<file path="config.mk">
export PLATFORM = sky130hd
export DESIGN_NAME = cr_resid_blk_reorder
export DESIGN_NICKNAME = d
export VERILOG_FILES = /design/src/rtl/cr_resid_blk_reorder.sv
export SDC_FILE = /design/constraint.sdc
export NUM_CORES = 1
export LEC_CHECK = 0
export BUFFER_PORTS_ARGS = -buffer_cell sky130_fd_sc_hd__buf_2
export CORE_MARGIN = 4
export CORE_UTILIZATION = 25
export CTS_CLUSTER_DIAMETER = 60
export DETAILED_ROUTE_END_ITERATION = 10
export SLEW_MARGIN = 10
export SYNTH_ARGS = -nofsm -noshare
export SYNTH_HDL_FRONTEND = slang
export SYNTH_SLANG_ARGS = --single-unit
</file>
<file path="constraint.sdc">
create_clock -name clk -period 5.5 [get_ports clk]
set_input_delay 1.1 -clock clk [delete_from_list [all_inputs] [get_ports clk]]
set_output_delay 1.1 -clock clk [all_outputs]
set_load 0.02 [all_outputs]
</file>
<file path="src/rtl/cr_resid_blk_reorder.sv">
// cr_resid_blk_reorder
// Chroma residual reorder buffer. Accepts an 8x8 chroma residual MB as
// 2 pixels per beat in raster order (32 beats) and re-emits it as four
// 4x4 sub-blocks (TL, TR, BL, BR), one 4-pixel row per beat (16 beats).
// Two storage banks ping-pong so one MB can fill while the other drains.
//
// Optional feature, compile-time macro CR_DC_SUM_EN:
//   adds dst_dc_sum, the unsigned sum of the 16 pixels of the sub-block
//   currently presented, accumulated per bank while the MB is written.
module cr_resid_blk_reorder #(
   parameter int MB_SIZE     = 8,
   parameter int PIXEL_WIDTH = 8
) (
   input  logic                     clk,
   input  logic                     reset,
   input  logic                     src_valid,
   output logic                     src_ready,
   input  logic [2*PIXEL_WIDTH-1:0] src_data,
   output logic                     dst_valid,
   input  logic                     dst_ready,
   output logic [4*PIXEL_WIDTH-1:0] dst_data,
   output logic [1:0]               dst_blk_idx,
   output logic [1:0]               dst_row_idx,
   output logic                     dst_last
`ifdef CR_DC_SUM_EN
   ,
   output logic [PIXEL_WIDTH+3:0]   dst_dc_sum
`endif
);

   localparam int PIX_PER_MB = MB_SIZE * MB_SIZE;
   localparam int ADDR_W     = $clog2(PIX_PER_MB);

   typedef logic [PIXEL_WIDTH-1:0] pixel_t;
   typedef logic [ADDR_W-1:0]      addr_t;

   // ------------------------------------------------------------------
   // State
   // ------------------------------------------------------------------
   pixel_t     mem [2][PIX_PER_MB];
   logic [4:0] wr_cnt;
   logic [3:0] rd_cnt;
   logic       wr_bank;
   logic       rd_bank;
   logic [1:0] full;
   logic [1:0] full_nxt;

   logic       wr_fire;
   logic       rd_fire;
   logic       wr_done;
   logic       rd_done;

   // Handshakes and end-of-MB detection
   always_comb begin
      src_ready = reset && !full[wr_bank];
      dst_valid = full[rd_bank];
      wr_fire   = src_valid && src_ready;
      rd_fire   = dst_valid && dst_ready;
      wr_done   = wr_fire && (wr_cnt == 5'd31);
      rd_done   = rd_fire && (rd_cnt == 4'd15);
   end

   // Full-flag update: a completed write sets its bank, a completed read
   // clears its bank. Both can happen in one cycle; they never share a bank.
   always_comb begin
      // NOTE: every always_comb output is assigned a default first, so no
      // path through the block can leave it unassigned and infer a latch.
      full_nxt = full;
      if (wr_done) full_nxt[wr_bank] = 1'b1;
      if (rd_done) full_nxt[rd_bank] = 1'b0;
   end

   // Write/read counters, bank pointers and full flags
   always_ff @(posedge clk or negedge reset) begin
      // NOTE: sequential state uses non-blocking assignments so every
      // register samples the pre-edge values, independent of statement order.
      if (!reset) begin
         wr_cnt  <= '0;
         rd_cnt  <= '0;
         wr_bank <= 1'b0;
         rd_bank <= 1'b0;
         full    <= '0;
      end else begin
         full <= full_nxt;
         if (wr_fire) begin
            wr_cnt <= wr_cnt + 5'd1;
            if (wr_done) wr_bank <= ~wr_bank;
         end
         if (rd_fire) begin
            rd_cnt <= rd_cnt + 4'd1;
            if (rd_done) rd_bank <= ~rd_bank;
         end
      end
   end

   // Pixel storage write: beat n carries row n/4, columns 2*(n%4) and
   // 2*(n%4)+1, which is raster address {wr_cnt, 0} and {wr_cnt, 1}.
   always_ff @(posedge clk) begin
      // NOTE: the pixel array has no reset; the full flags guard every read,
      // so stale contents are never presented as valid data.
      if (wr_fire) begin
         mem[wr_bank][{wr_cnt, 1'b0}] <= src_data[PIXEL_WIDTH-1:0];
         mem[wr_bank][{wr_cnt, 1'b1}] <= src_data[2*PIXEL_WIDTH-1:PIXEL_WIDTH];
      end
   end

   // ------------------------------------------------------------------
   // Read side: rd_cnt = {blk[1], blk[0], row[1:0]}.
   // Source raster row is {blk[1], row}, column base is {blk[0], 2'b00}.
   // ------------------------------------------------------------------
   addr_t rd_addr [4];

   // Addresses of the four pixels of the current 4x4 row
   always_comb begin
      for (int k = 0; k < 4; k++) begin
         rd_addr[k] = {rd_cnt[3], rd_cnt[1:0], rd_cnt[2], 2'(k)};
      end
   end

   // Output row and beat tags, all combinational from rd_cnt and storage
   always_comb begin
      dst_data = '0;
      for (int k = 0; k < 4; k++) begin
         dst_data[k*PIXEL_WIDTH +: PIXEL_WIDTH] = mem[rd_bank][rd_addr[k]];
      end
      dst_blk_idx = rd_cnt[3:2];
      dst_row_idx = rd_cnt[1:0];
      dst_last    = dst_valid && (rd_cnt == 4'd15);
   end

`ifdef CR_DC_SUM_EN
   // ------------------------------------------------------------------
   // DC sums: one accumulator per sub-block per bank. A write beat lies
   // wholly inside sub-block {row[2], col[2]} = {wr_cnt[4], wr_cnt[1]}.
   // 16 pixels of at most 2^PW-1 fit in PW+4 bits without overflow.
   // ------------------------------------------------------------------
   typedef logic [PIXEL_WIDTH+3:0] dc_t;

   dc_t        dc_acc [2][4];
   dc_t        pair_sum;
   logic [1:0] wr_blk;

   // Sum of the two pixels of the incoming beat and their sub-block
   always_comb begin
      pair_sum = dc_t'(src_data[PIXEL_WIDTH-1:0])
               + dc_t'(src_data[2*PIXEL_WIDTH-1:PIXEL_WIDTH]);
      wr_blk   = {wr_cnt[4], wr_cnt[1]};
   end

   // Accumulate per sub-block; the first beat of an MB restarts all four
   always_ff @(posedge clk or negedge reset) begin
      if (!reset) begin
         for (int b = 0; b < 2; b++) begin
            for (int s = 0; s < 4; s++) begin
               dc_acc[b][s] <= '0;
            end
         end
      end else if (wr_fire) begin
         for (int s = 0; s < 4; s++) begin
            if (wr_cnt == 5'd0) begin
               dc_acc[wr_bank][s] <= (s == 0) ? pair_sum : '0;
            end else if (wr_blk == 2'(s)) begin
               dc_acc[wr_bank][s] <= dc_acc[wr_bank][s] + pair_sum;
            end
         end
      end
   end

   // Present the sum of the sub-block currently being drained
   always_comb begin
      dst_dc_sum = dc_acc[rd_bank][rd_cnt[3:2]];
   end
`endif

endmodule

</file>
Word-level counts from Yosys, hierarchy flattened
Memory sizes are Yosys's and may differ from the RTL's.
Index checks and enable logic that the tools add are counted.
{ "word_totals": {"ramBits": 1024, "word_cells": 1099, "memories": 1, "out_inout_bits": 39, "reg_bits": 13, "in_bits": 20} }
{ "op_classes": {"n_reduce_logical": 13, "muxes": 541, "n_lt_le_gt_ge": 12, "n_addsub": 2, "n_eq_ne": 2, "bitwise_logic": 523} }
{ "mem_list": {"columns": ["memory", "depth", "width", "read_ports", "rd_clocked_by_memory_dff", "write_ports", "line_no", "rtl"], "rows": [
  ["mem", 2, 512, 1, 0, 1, "40", "pixel_t mem [2][PIX_PER_MB];"]
]} }
{ "ops": {"columns": ["cell", "n"], "rows": [
  ["$mux 512", 2],
  ["$mux 1", 519],
  ["$or 1x1->1", 512],
  ["$bmux 8 s6", 4],
  ["$demux 8 s6", 2],
  ["$mux 8", 10],
  ["$ge 7x7->1 const B", 6],
  ["$not 6->7", 6],
  ["$lt 7x1->1 const B", 2],
  ["$logic_and 1x1->1", 10],
  ["$add 5x1->5 const B", 1],
  ["$eq 5x5->1 const B", 1],
  ["$add 4x1->4 const B", 1],
  ["$eq 4x4->1 const B", 1],
  ["$lt 1x2->1 const B", 2],
  ["$mux 2", 2],
  ["$reduce_and 2->1", 2],
  ["$and 2x2->2", 1],
  ["$demux 1 s1", 2],
  ["$ge 1x1->1 const B", 2],
  ["$not 1->1", 2],
  ["$not 2->2", 1],
  ["$or 2x2->2", 1],
  ["$logic_not 1->1", 1]
]} }

Logic depth before layout (Yosys ltp)
{ "logic_depth": {"word_depth": 9, "depth_mapped": 8, "mapped_depth_nobuf": 6} }

Worst setup path before layout
Ideal clock, no wire load.
{ "synth_timing": {"kind": "input-to-reg", "start": "in src_valid", "end": "mem mem[0][176] (netlist bit) (enable)", "t_arrival_ns": 2.930, "path_buffers": 2, "required_time_ns": 5.091, "setup_time_ns": 0.409, "setup_slack_ns": 2.161, "stages": 5, "cell_sequence": "and3_4 buf_6 nand2_4 buf_4 nor3_1"} }
{ "synth_via": {"elab_chain_cells": 4, "word_cells_on_any_way": 5, "classes_between": "mux (3); bitwise (1); reduce/logical (1)"} }
{ "synth_rtl": {"columns": ["element", "line_no", "rtl"], "rows": [
  ["start, declared", "16", "input logic src_valid,"],
  ["$logic_and 1x1->1 (*)", "57", "wr_fire = src_valid && src_ready;"],
  ["$mux 1 (*)", "101", "if (wr_fire) begin"],
  ["$mux 512, on equally long branches", "102, 103", null],
  ["$or 1x1->1 (no line) (*)", null, null],
  ["end, declared", "40", null]
]} }
Every way passes the cells marked *; elsewhere a longest branch is shown, timed or not.

Worst setup path after layout
{ "layout_timing": {"start": "reg rd_bank", "end": "out dst_data[27]"} }
{ "layout_via": {"elab_chain_cells": 4} }
{ "layout_rtl": {"columns": ["element", "line_no", "rtl"], "rows": [
  ["start, declared", "44", "logic rd_bank;"],
  ["start signal, assigned", "91", "if (rd_done) rd_bank <= ~rd_bank;"],
  ["$mem_v2 2x512", null, null],
  ["$bmux 8 s6", "124", "dst_data[k*PIXEL_WIDTH +: PIXEL_WIDTH] = mem[rd_bank][rd_addr[k]];"],
  ["$mux 8 (implied by the code) (2 in a row)", "124", null],
  ["end, declared", "21", "output logic [4*PIXEL_WIDTH-1:0] dst_data,"]
]} }
No other way between the ends. The select of a mux whose other input is x is not followed.

==> impl_metrics.py <==
metrics = {
    "outcome": {
        "run_status": "finished clean",
    },
    "floorplan": {
        "die_h_um": 428,
        "die_w_um": 428,
        "fp.dieArea_mm2": 0.183,
        "core_mm2": 0.174,
        "row_count": 153,
        "io_pins": 59,
        "start_util": 0.252,
    },
    "drt": {
        "drt_iter0_drc": 2226,
        "drc": 0,
        "routed_wl_um": 117000,
        "drt-wirelength-per-cell_um": 22.8,
        "first_pass_iters": 5,
        "ant_nets": 0,
        "via_per_inst": 4.65,
        "num_vias": 23900,
    },
    "layout": {
        "num-nets-final": 2745,
        "layout_common_cells": "edfxtp_1 (1024), mux2i_1 (513), mux2_2 (255), clkbuf_16 (108), nand2_1 (102)",
        "area_growth_pct": 15.5,
        "drive_gt1_frac": 0.225,
        "layout.cells.most_common": "edfxtp_1",
        "fin_util": 0.292,
    },
    "run": {
        "drv_cap": 0,
    },
    "yosys": {
        "synth_cells": 2663,
        "synth.distinct_cells": 43,
        "yosysSeqAreaShare": 0.706,
        "ys_ff_latch": 1037,
        "yosys-top-cells-area": "edfxtp_1 (70%), mux2i_1 (12%), mux2_2 (6.5%)",
        "synth_top_area_share": 0.698,
        "synth.avg_cell_area_um2": 16.5,
        "synth_nets": 2689,
        "synth_warnings": 0,
        "syn-cell-area_mm2": 0.0440,
        "synth_top_area_cell": "edfxtp_1",
    },
    "global_route": {
        "grt_first_pass_wirelength_um": 169000,
        "grt_use_total": 0.124,
        "antenna_found_initial": 10,
        "grt_max_degree": 84,
        "grt_pass1_vias": 23500,
        "grt_overflow_total": 0,
    },
    "worst_setup_path": {
        "cp.arrival_ns": 3.81,
        "rr_startpoint": "wr_bank",
        "slowest_stage": "dfrtp_4",
        "startpoint": "rd_bank",
        "end_kind": "output port",
        "worstPathRequired_ns": 4.40,
        "cp.buffers_inverters": 3,
        "regToRegSetupSlack_ns": 2.06,
        "worstPathCellList": "buf_4 -> buf_4 -> mux2i_1 -> a22o_1 -> nor3_1 -> a31oi_1 -> nand3_1 -> buf_2",
        "ff2ff_path_depth": 5,
        "cp.depth": 8,
        "critPathMaxFanout": 27,
        "cp-endpoint": "dst_data[27]",
        "crit_type": "reg -> out",
        "r2r_end": "mem[1][454]",
        "cp_common_cell": "buf_4",
        "crit_path_start_kind": "flop",
        "cp_top_family": "buffers and inverters",
        "critPathMaxStageDelay_ns": 0.73,
    },
    "power": {
        "switchingPower_mw": 4.75,
        "p_seq_frac": 0.485,
        "pwr_density_cell_mw_per_mm2": 362,
        "p_leak_nw": 15.0,
        "internal_power_mw": 13.7,
        "pwr-share-clk": 0.395,
        "power_frac_comb": 0.119,
        "switching_share": 0.258,
        "ir_worst_vdd_mv": 0.237,
        "total_power_mw": 18.4,
    },
    "clocking": {
        "clock-sinks": 1037,
        "cts_tree": "done",
        "cts_buffer_depth": 3,
        "cts_setup_buffers": 0,
        "cts_buffers": 105,
        "clk_pin_slew_ns": 0.06,
        "cts-resized-gates": 0,
        "hold_buffers": 0,
        "worstSkewPairLatency_ns": 0.68,
        "h-tree-depth": 3,
        "cts_root_buf": "clkbuf_16",
    },
    "placement": {
        "io_buffers": 58,
        "dp_hpwl_um": 68700,
        "gp_congestion": 0.756,
    },
    "sta": {
        "clock_skew_ns": 0.0308,
        "hold_viol": 0,
        "worst_pin_slew_ns": 1.23,
        "fin_crit_sh": 0.892,
        "maxSlewHeadroom": 0.181,
        "maxSlewViolCount": 0,
        "setup_viol": 0,
        "fmax_mhz": 204,
        "final.min_clock_period_ns": 4.91,
        "rsz0062_at_grt": "no",
        "setup-tns-final_ns": 0,
        "holdWs_ns": 0.312,
    },
    "min_path": {
        "worstHoldPathType": "in -> async",
    },
}
==> flip-flops by register name, indices dropped and copies added (netlist names) <==
| signal | flops |
|---|---|
| full | 2 |
| mem | 1024 |
| rd_bank | 1 |
| rd_cnt | 4 |
| wr_bank | 1 |
| wr_cnt | 5 |
==> cells by family (layout without fill, tap and decap cells) <==
group | Yosys count | count (layout) | share of synthesized area
other | 0 | 6 | 0
xor gates and xnor gates | 8 | 8 | 0.00159
buffers and inverters | 195 | 340 | 0.0192
and+or+nand+nor | 353 | 353 | 0.0437
AOI/OAI and AO/OA | 292 | 292 | 0.0452
muxes | 772 | 772 | 0.183
adders and majority gates | 6 | 6 | 0.00171
DFF | 1037 | 1037 | 0.706
==> final cells by class <==
| type | count | area, µm² |
|---|---|---|
| inverters | 2 | 7.51 |
| repair buffers | 142 | 1020 |
| clock inverters | 72 | 761 |
| multi-input cells | 1431 | 12300 |
| flip-flops and latches | 1037 | 31100 |
| diodes | 6 | 15.0 |
| well taps | 2325 | 2910 |
| fillers | 17100 | 124000 |
| clock buffers | 124 | 2760 |
==> worst reg2reg max path, stage by stage, from the launching register on <==
cell	delay (ns)
dfrtp_4	0.61
mux2i_1	0.33
and3_4	0.37
nand2_2	0.47
nor2_2	0.56
and2_1	0.72
==> through the flow <==
step / cell area, µm² / setup WS (ns) / instances
floorplan: 44000 / 2.16 / 2663
global placement: 47300 / 1.34 / 4937
detailed placement: 47300 / 1.33 / 4937
CTS: 50900 / 0.589 / 5133
global route: 50900 / 0.495 / 5134
finish: 50900 / 0.593 / 5139
==> how the worst min path moves through the flow <==
stage                        from   endpoint  slack, ns  cells after the start
after floorplan           full[0]    full[0]       0.48                      1
after global placement    full[0]    full[0]       0.50                      1
after detailed placement  full[0]    full[0]       0.51                      1
after CTS                   reset  wr_cnt[0]       0.28                      1
after global routing        reset  wr_cnt[0]       0.30                      1
final                       reset  wr_cnt[0]       0.31                      1
==> layer usage <==
layer / up-vias / track usage / share of wire
li1: 10600 / - / -
met1: 12400 / 0.165 / 0.42
met2: 729 / 0.212 / 0.50
met3: 159 / 0.0181 / 0.057
met4: 2 / 0.0359 / 0.025
met5: - / 0 / 0.00011
==> synth_stat cells (all sizes together) <==
cell,number
or2,1
mux2i,513
a22oi,96
nand2b,2
nor2b,2
and3,2
nand2,106
nor2,35
buf,90
xnor2,7
and2,35
or3b,2
nand3b,3
a31oi,34
a22o,64
inv,2
nand4,1
and4,1
o21ai,1
o22a,1
xor2,1
edfxtp,1024
a21oi,96
nand3,98
ha,6
nor3,64
or3,1
clkbuf,103
dfrtp,13
mux2,259
==> power by group through the flow <==
stage,logic (mW),clock network [mW],registers (mW)
finish,2.19,7.28,8.94
CTS,2.23,7.40,8.94
global placement,2.22,0,9.10
global route,2.32,7.74,8.95
floorplan,1.20,0,9.06
detailed placement,2.23,0,9.11
Power figures use the tool's default switching activity.
